===== config.mk =====
export PLATFORM = sky130hd
export DESIGN_NAME = rr_arbiter
export DESIGN_NICKNAME = d
export VERILOG_FILES = /design/src/rtl/rr_arbiter.sv
export SDC_FILE = /design/constraint.sdc
export NUM_CORES = 1
export LEC_CHECK = 0
export ABC_AREA = 1
export CAP_MARGIN = 5
export CORE_MARGIN = 3
export CORE_UTILIZATION = 30
export DETAILED_ROUTE_END_ITERATION = 10
export HOLD_SLACK_MARGIN = 0.15
export SLEW_MARGIN = 20
export SYNTH_ARGS = -nofsm -noshare
export SYNTH_HDL_FRONTEND = slang
export SYNTH_SLANG_ARGS = --single-unit

===== constraint.sdc =====
create_clock -name clk -period 3.1 [get_ports clk]
set_input_delay 0.31 -clock clk [delete_from_list [all_inputs] [get_ports clk]]
set_output_delay 0.31 -clock clk [all_outputs]
set_load 0.01 [all_outputs]

===== src/rtl/rr_arbiter.sv =====
// rr_arbiter: four-way round-robin arbiter with a registered 2-to-4 decoder
// interface ({A,B} index plus E enable), a mandatory one-cycle gap between
// owners, and an optional grant-length timeout that reports revocation on tmo.
module rr_arbiter #(
  parameter int unsigned TIMEOUT = 16
) (
  input  logic       clk,
  input  logic       rst_n,
  input  logic [3:0] req,
  input  logic       done,
  output logic       A,
  output logic       B,
  output logic       E,
  output logic       tmo
);

  typedef enum logic [1:0] {
    IDLE  = 2'b00,
    GRANT = 2'b01,
    GAP   = 2'b10
  } state_e;

  state_e     state_q, state_d;
  logic [1:0] idx_q, idx_d;
  logic [1:0] ptr_q, ptr_d;
  logic       e_q, e_d;
  logic       tmo_q, tmo_d;
  logic [7:0] timer_q, timer_d;

  logic [1:0] winner;
  logic       timer_hit;
  logic       owner_req;

  // Rotating priority search: scan ptr+4 down to ptr+1 so the nearest
  // requester after the last owner is the final (winning) assignment.
  always_comb begin
    logic [1:0] cand;
    winner = ptr_q;
    cand   = ptr_q;
    for (int k = 4; k >= 1; k--) begin
      cand = ptr_q + 2'(k);
      if (req[cand]) begin
        winner = cand;
      end
    end
  end

  // The timer counts completed GRANT cycles, so the limit is reached on the
  // edge that closes the TIMEOUT-th cycle; zero disables the limit entirely.
  always_comb begin
    timer_hit = (TIMEOUT != 0) && ((32'(timer_q) + 32'd1) == TIMEOUT);
    owner_req = req[idx_q];
  end

  // Next-state and next-output logic; outputs are computed one cycle ahead
  // so every port comes straight from a flop.
  always_comb begin
    state_d = state_q;
    idx_d   = idx_q;
    ptr_d   = ptr_q;
    e_d     = 1'b0;
    tmo_d   = 1'b0;
    timer_d = timer_q;
    case (state_q)
      IDLE: begin
        if (|req) begin
          state_d = GRANT;
          idx_d   = winner;
          e_d     = 1'b1;
          timer_d = 8'd0;
        end
      end
      GRANT: begin
        timer_d = timer_q + 8'd1;
        if (done || !owner_req || timer_hit) begin
          state_d = GAP;
          ptr_d   = idx_q;
          tmo_d   = timer_hit && !done && owner_req;
        end else begin
          e_d = 1'b1;
        end
      end
      GAP: begin
        state_d = IDLE;
      end
      default: begin
        state_d = IDLE;
      end
    endcase
  end

  // State and output registers; reset parks the pointer at 3 so the first
  // search after reset starts from requester 0.
  always_ff @(posedge clk or negedge rst_n) begin
    if (!rst_n) begin
      state_q <= IDLE;
      idx_q   <= 2'd0;
      ptr_q   <= 2'd3;
      e_q     <= 1'b0;
      tmo_q   <= 1'b0;
      timer_q <= 8'd0;
    end else begin
      state_q <= state_d;
      idx_q   <= idx_d;
      ptr_q   <= ptr_d;
      e_q     <= e_d;
      tmo_q   <= tmo_d;
      timer_q <= timer_d;
    end
  end

  assign A   = idx_q[1];
  assign B   = idx_q[0];
  assign E   = e_q;
  assign tmo = tmo_q;

endmodule


==> results_dict.tcl, run 1 <==
set metrics [dict create \
    io_pins 11 \
    clockRootBuffer "clkbuf_4" \
    cts_resized 0 \
    startpoint_type "register" \
    via_per_inst 4.46 \
    hold_path_class "input port to asynchronous set/reset pin" \
    place_inst 200 \
    final_cells 204 \
    layout_min_cycle_time_ns 1.60 \
    crit_type "register to primary output" \
    die_h_um 64.5 \
    clk_pin_slew_worst_paths_ns 0.10 \
    wl_per_cell_um 10.1 \
    firstDrtPassIters 4 \
    p_leak_nw 0.552 \
    crit_required_ns 2.79 \
    dieArea_sq_mm 0.00416 \
    hold_violations 0 \
    vias 910 \
    maxCapViolCount 0 \
    cpPeakStageDelay_ns 0.56 \
    power.density_mw_per_mm2 757 \
    hold_ws_ns 0.444 \
    wl_um 2060 \
    status "completed" \
    finalCritPeriodShare 0.517 \
    finalMaxSlewViolations 0 \
    syn_nets 156 \
    seqPwrFrac 0.366 \
    drive_above_1_share 0.150 \
    antenna_found_initial 0 \
    cp_slowest_cell "clkdlybuf4s50_1" \
    top_usage_layer "met2" \
    cpLargestDelayFamily "buffers and inverters" \
    core_sq_mm 0.00315 \
    area_delta_synth_final_pct 17.9 \
    clock_latency_ns 0.29 \
    finalPower_uw 917 \
    rsz0062_at_grt "no" \
    cp_max_fo 5 \
    final_cell_area_sq_mm 0.00121 \
    tns_ns 0 \
    cellInternalPower_uw 516 \
    rows 20 \
    power_switching_uw 401 \
    worstMarginPinSlew_ns 0.724 \
    grt_pass1_vias 847 \
    cp_num_buf_inv 1 \
    cts_buffer_depth 2 \
    clockPowerShare 0.154 \
    htreeDepth 1 \
    peakVddDrop_uv 365 \
    antenna_cells 0 \
    start_util 0.326 \
    die_w_um 64.5 \
    ant_nets 0 \
    placed_area_sq_mm 0.00117 \
    ys_seq_elements 16 \
    portBuffers 10 \
    grtUsageMet2 0.169 \
    avgSynthCellArea_sq_um 6.99 \
    setup_viol 0 \
    track_usage 0.110 \
    max_freq_ghz 0.625 \
    fill_cells 338 \
    ctsHoldBuffers 0 \
    grt_overflow 0 \
    comb_power_share 0.480 \
    cts_tree "done" \
    grt_start_max_net_pins 17 \
    syn_area_sq_mm 0.00103 \
    yosysWarnings 0 \
    cp_cell_sequence "clkdlybuf4s50_1" \
    post_cts.repair.setup_buffers 0 \
    drt_iter0_drc 60 \
    setup_ws_ns 1.50 \
    worstPathArrival_ns 1.29 \
    drc 0 \
    numCtsBuffers 3 \
    gp_congestion 0.866 \
    nets 170 \
    synthCells 147 \
    relSlewSlack 0.516 \
    grt_use_met3 0.0173 \
    final_core_util 0.384 \
    met1_usage 0.148 \
    hpwl_um 1620 \
    grt_pass1_wl_um 3630 \
    dp_slack_ns 1.43 \
    cts_sinks 16 \
    swShare 0.438 \
    synthDistinctLibCells 22 \
    fin_skew_ns 0.00446 \
    end_kind "primary output" \
    yosysSeqAreaShare 0.392 \
]
==> cells by family (layout without fill, tap and decap cells) <==
kind of cell | after synthesis | in the layout | synth area share
and+or+nand+nor | 83 | 83 | 0.374
adders and majority gates | 2 | 2 | 0.0244
DFF | 16 | 16 | 0.392
AOI/OAI and AO/OA | 22 | 22 | 0.115
buffers and inverters | 24 | 37 | 0.0950
==> Yosys cell counts <==
| cell type | count | area share |
|---|---|---|
| nor2_1 | 7 | 0.026 |
| o22ai_1 | 1 | 0.0061 |
| nand2_1 | 47 | 0.17 |
| o21bai_1 | 1 | 0.0073 |
| inv_2 | 4 | 0.015 |
| nand3_1 | 15 | 0.073 |
| o21ai_0 | 2 | 0.0097 |
| a21oi_1 | 3 | 0.015 |
| dfstp_2 | 2 | 0.051 |
| inv_1 | 18 | 0.066 |
| ha_1 | 2 | 0.024 |
| nand4_1 | 2 | 0.012 |
| nand2_2 | 4 | 0.024 |
| buf_4 | 1 | 0.0073 |
| clkbuf_4 | 1 | 0.0073 |
| nor2_4 | 1 | 0.011 |
| a21oi_2 | 1 | 0.0085 |
| o21ai_1 | 14 | 0.068 |
| dfrtp_1 | 14 | 0.34 |
| nand2_4 | 2 | 0.022 |
| nor2_2 | 4 | 0.024 |
| nand3_2 | 1 | 0.0097 |
==> final timing paths <==
kind | slack, ns | end | cells past startpoint | startpoint
setup / recovery | 1.50 | B | 1 | idx_q[0]
hold / removal | 0.44 | state_q[0] | 1 | rst_n
setup reg to reg | 1.50 | ptr_q[1] | 12 | timer_q[1]
hold reg to reg | 0.51 | ptr_q[1] | 2 | ptr_q[1]
max in group asynchronous | 2.20 | timer_q[6] | 1 | rst_n
min in group clk | 0.51 | ptr_q[1] | 2 | ptr_q[1]
==> flip-flops by register name, summed over array words and instances (netlist names) <==
signal / flops
tmo: 1
state_q: 2
ptr_q: 2
timer_q: 8
idx_q: 2
E: 1
==> per-layer routing <==
| layer | routed length [um] | vias to the layer above |
|---|---|---|
| met1 | 1020 | 401 |
| met5 | 0 | - |
| met4 | 28 | 0 |
| met2 | 928 | 13 |
| li1 | - | 494 |
| met3 | 75 | 2 |
==> area by class of cell <==
| class | count | area (sq um) | area share |
|---|---|---|---|
| multi-input combinational | 107 | 527 | 0.435 |
| sequential | 16 | 403 | 0.333 |
| timing repair buffer | 11 | 108 | 0.0888 |
| inverter | 22 | 82.6 | 0.0682 |
| tap | 44 | 55.1 | 0.0455 |
| clock buffer | 4 | 36.3 | 0.0300 |
==> power by group through the flow <==
stage                     registers, mW  logic, mW  clock network (mW)
after floorplan                   0.324      0.333                   0
after global placement            0.341      0.438                   0
after detailed placement          0.340      0.441                   0
after CTS                         0.336      0.444               0.145
after global routing              0.346      0.502               0.159
final                             0.336      0.440               0.141
==> layout by cell type (no fill, tap or decap) <==
cell and n:
o21ai_0 2, nand4_1 2, dfrtp_1 14, ha_1 2, a21oi_2 1, nand2_4 2
nor2_4 1, nand2_1 47, clkdlybuf4s50_1 10, o22ai_1 1, o21bai_1 1, clkbuf_8 1
inv_1 18, nand2_2 4, a21oi_1 3, dfstp_2 2, nor2_2 4, clkbuf_4 3
nand3_2 1, buf_4 1, o21ai_1 14, inv_2 4, nand3_1 15, nor2_1 7
No activity file was read; power rests on OpenSTA's default activity.
==> inputs of run 2 (changes only) <==
Clock period 3.1 ns to 1.4 ns, I/O delays scaled along.
==> results_dict.tcl, run 2 (synthesis gave the netlist of run 1 again) <==
set metrics [dict create \
    grt_pass1_vias 1000 \
    cp_cell_sequence "buf_6 -> nand2_4 -> nor2_4 -> nand2_1 -> nand2_1 -> nand2_2 -> nor2_2 -> nand2_2 -> nand2_4 -> nand2_4 -> nand2_1 -> nand2_1" \
    finalMaxSlewViolations 0 \
    final_cell_mix "nand2_1, inv_1, buf_4" \
    cpLargestDelayFamily "simple AND/OR/NAND/NOR gates" \
    tns_ns -0.320 \
    firstDrtPassIters 4 \
    violations "setup timing" \
    start_util 0.326 \
    worstMarginPinSlew_ns 0.414 \
    finalCritPeriodShare 1.07 \
    cp_num_buf_inv 1 \
    cpMostUsedCell "nand2_1" \
    worstReg2RegEnd "ptr_q[1]" \
    grt_start_max_net_pins 11 \
    cts_sinks 16 \
    power.density_mw_per_mm2 1710 \
    rows 20 \
    met1_usage 0.177 \
    worstPathArrival_ns 1.74 \
    p_leak_nw 0.682 \
    htreeDepth 1 \
    track_usage 0.137 \
    area_delta_synth_final_pct 42.5 \
    status "complete, but fails checks" \
    largest-register "timer_q" \
    setup_ws_ns -0.0955 \
    setup_viol 5 \
    dieArea_sq_mm 0.00416 \
    min_from "done" \
    clockRootBuffer "clkbuf_4" \
    cts_buffer_depth 2 \
    rsz0062_at_grt "yes" \
    end_kind "register" \
    drt_iter0_drc 24 \
    die_h_um 64.5 \
    grtUsageMet2 0.223 \
    antenna_cells 0 \
    rr_startpoint "timer_q[1]" \
    grt_use_met3 0.0329 \
    final_core_util 0.464 \
    hold_ws_ns 0.510 \
    largest_register_ffs 8 \
    wl_um 2660 \
    cp_slowest_cell "dfrtp_1" \
    vias 1029 \
    maxCapViolCount 0 \
    wl_per_cell_um 12.0 \
    max_freq_ghz 0.669 \
    top_usage_layer "met2" \
    rrSetupSlack_ns -0.1 \
    grt_overflow 0 \
    ant_nets 0 \
    gp_congestion 0.827 \
    r2r_cells 12 \
    io_pins 11 \
    min_to "tmo" \
    crit_required_ns 1.65 \
    cp_max_fo 5 \
    relSlewSlack 0.723 \
    clk_pin_slew_worst_paths_ns 0.10 \
    layout_min_cycle_time_ns 1.50 \
    portBuffers 10 \
    drive_above_1_share 0.345 \
    drc 0 \
    nets 187 \
    cpPeakStageDelay_ns 0.42 \
    hpwl_um 1910 \
    hold_path_class "input port to register" \
    via_per_inst 4.66 \
    antenna_found_initial 0 \
    grt_pass1_wl_um 4460 \
    hold_violations 0 \
    die_w_um 64.5 \
    core_sq_mm 0.00315 \
    final_common_cell "nand2_1" \
    startpoint_type "register" \
    peakVddDrop_uv 1190 \
    cts_tree "done" \
    clock_latency_ns 0.30 \
    fin_skew_ns 0.0101 \
    numCtsBuffers 3 \
    crit_type "register to register" \
    hold_depth 4 \
]
==> run 2: changes by cell type in the layout (fill, tap and decap cells not counted), moves of 3 or more <==
cell,change
buf_4,+13
o21ai_2,+3
nand2_1,-10
buf_6,+3
nand3_1,-3
nand2_2,+7
nand2_4,+3
==> run 2: worst max-delay path by stage <==
stage,cells past startpoint,slack [ns],startpoint,end
2_1_floorplan,12,0.004,timer_q[1],ptr_q[0]
3_3_place_gp,10,-0.06,req[3],idx_q[0]
3_5_place_dp,9,-0.07,req[2],ptr_q[0]
4_1_cts,12,-0.07,timer_q[1],ptr_q[0]
5_1_grt,12,-0.20,timer_q[1],ptr_q[0]
6_report,12,-0.1,timer_q[1],ptr_q[1]
==> run 2: repair_timing <==
action	4_1_cts	5_1_grt
endpoints found under the hold margin	6	0
gates cloned	0	0
endpoints found under the setup margin	8	11
hold buffers	1	0
pin swaps	4	8
buffers inserted	6	0
gates resized for setup	11	24
==> run 2: worst min-delay path, cell delays in order <==
cell             delay, ns
clkdlybuf4s50_1       0.47
a21oi_2               0.05
nand2_1               0.05
nor2_1                0.05
==> run 2: layer usage <==
metal  share of wire  routed length, um
met5               0                  0
met4           0.016                 42
met3           0.036                 95
met2            0.47               1240
met1            0.48               1280
==> run 2: cell type report <==
cell class / count / area [sq um]
multi-input cells: 107 / 629
clock buffers: 4 / 36.3
inverters: 22 / 85.1
flip-flops and latches: 16 / 404
repair buffers: 28 / 254
fillers: 323 / 1690
well taps: 44 / 55.1
==> run 2: report_power, final <==
group          leakage [nW]  switching (mW)  internal [mW]  total (mW)
Clock                0.0210           0.157          0.159       0.316
Sequential            0.204           0.137          0.610       0.747
Combinational         0.456           0.800          0.645        1.45
==> run 2: per-stage QoR <==
stage               area (sq um)  worst slack, ns  cells  power (mW)
floorplan                   1030          0.00372    147        1.46
global placement            1260          -0.0631    211        1.87
detailed placement          1260          -0.0674    211        1.90
CTS                         1390          -0.0661    222        2.35
global route                1460           -0.195    221        2.74
finish                      1460          -0.0955    221        2.51
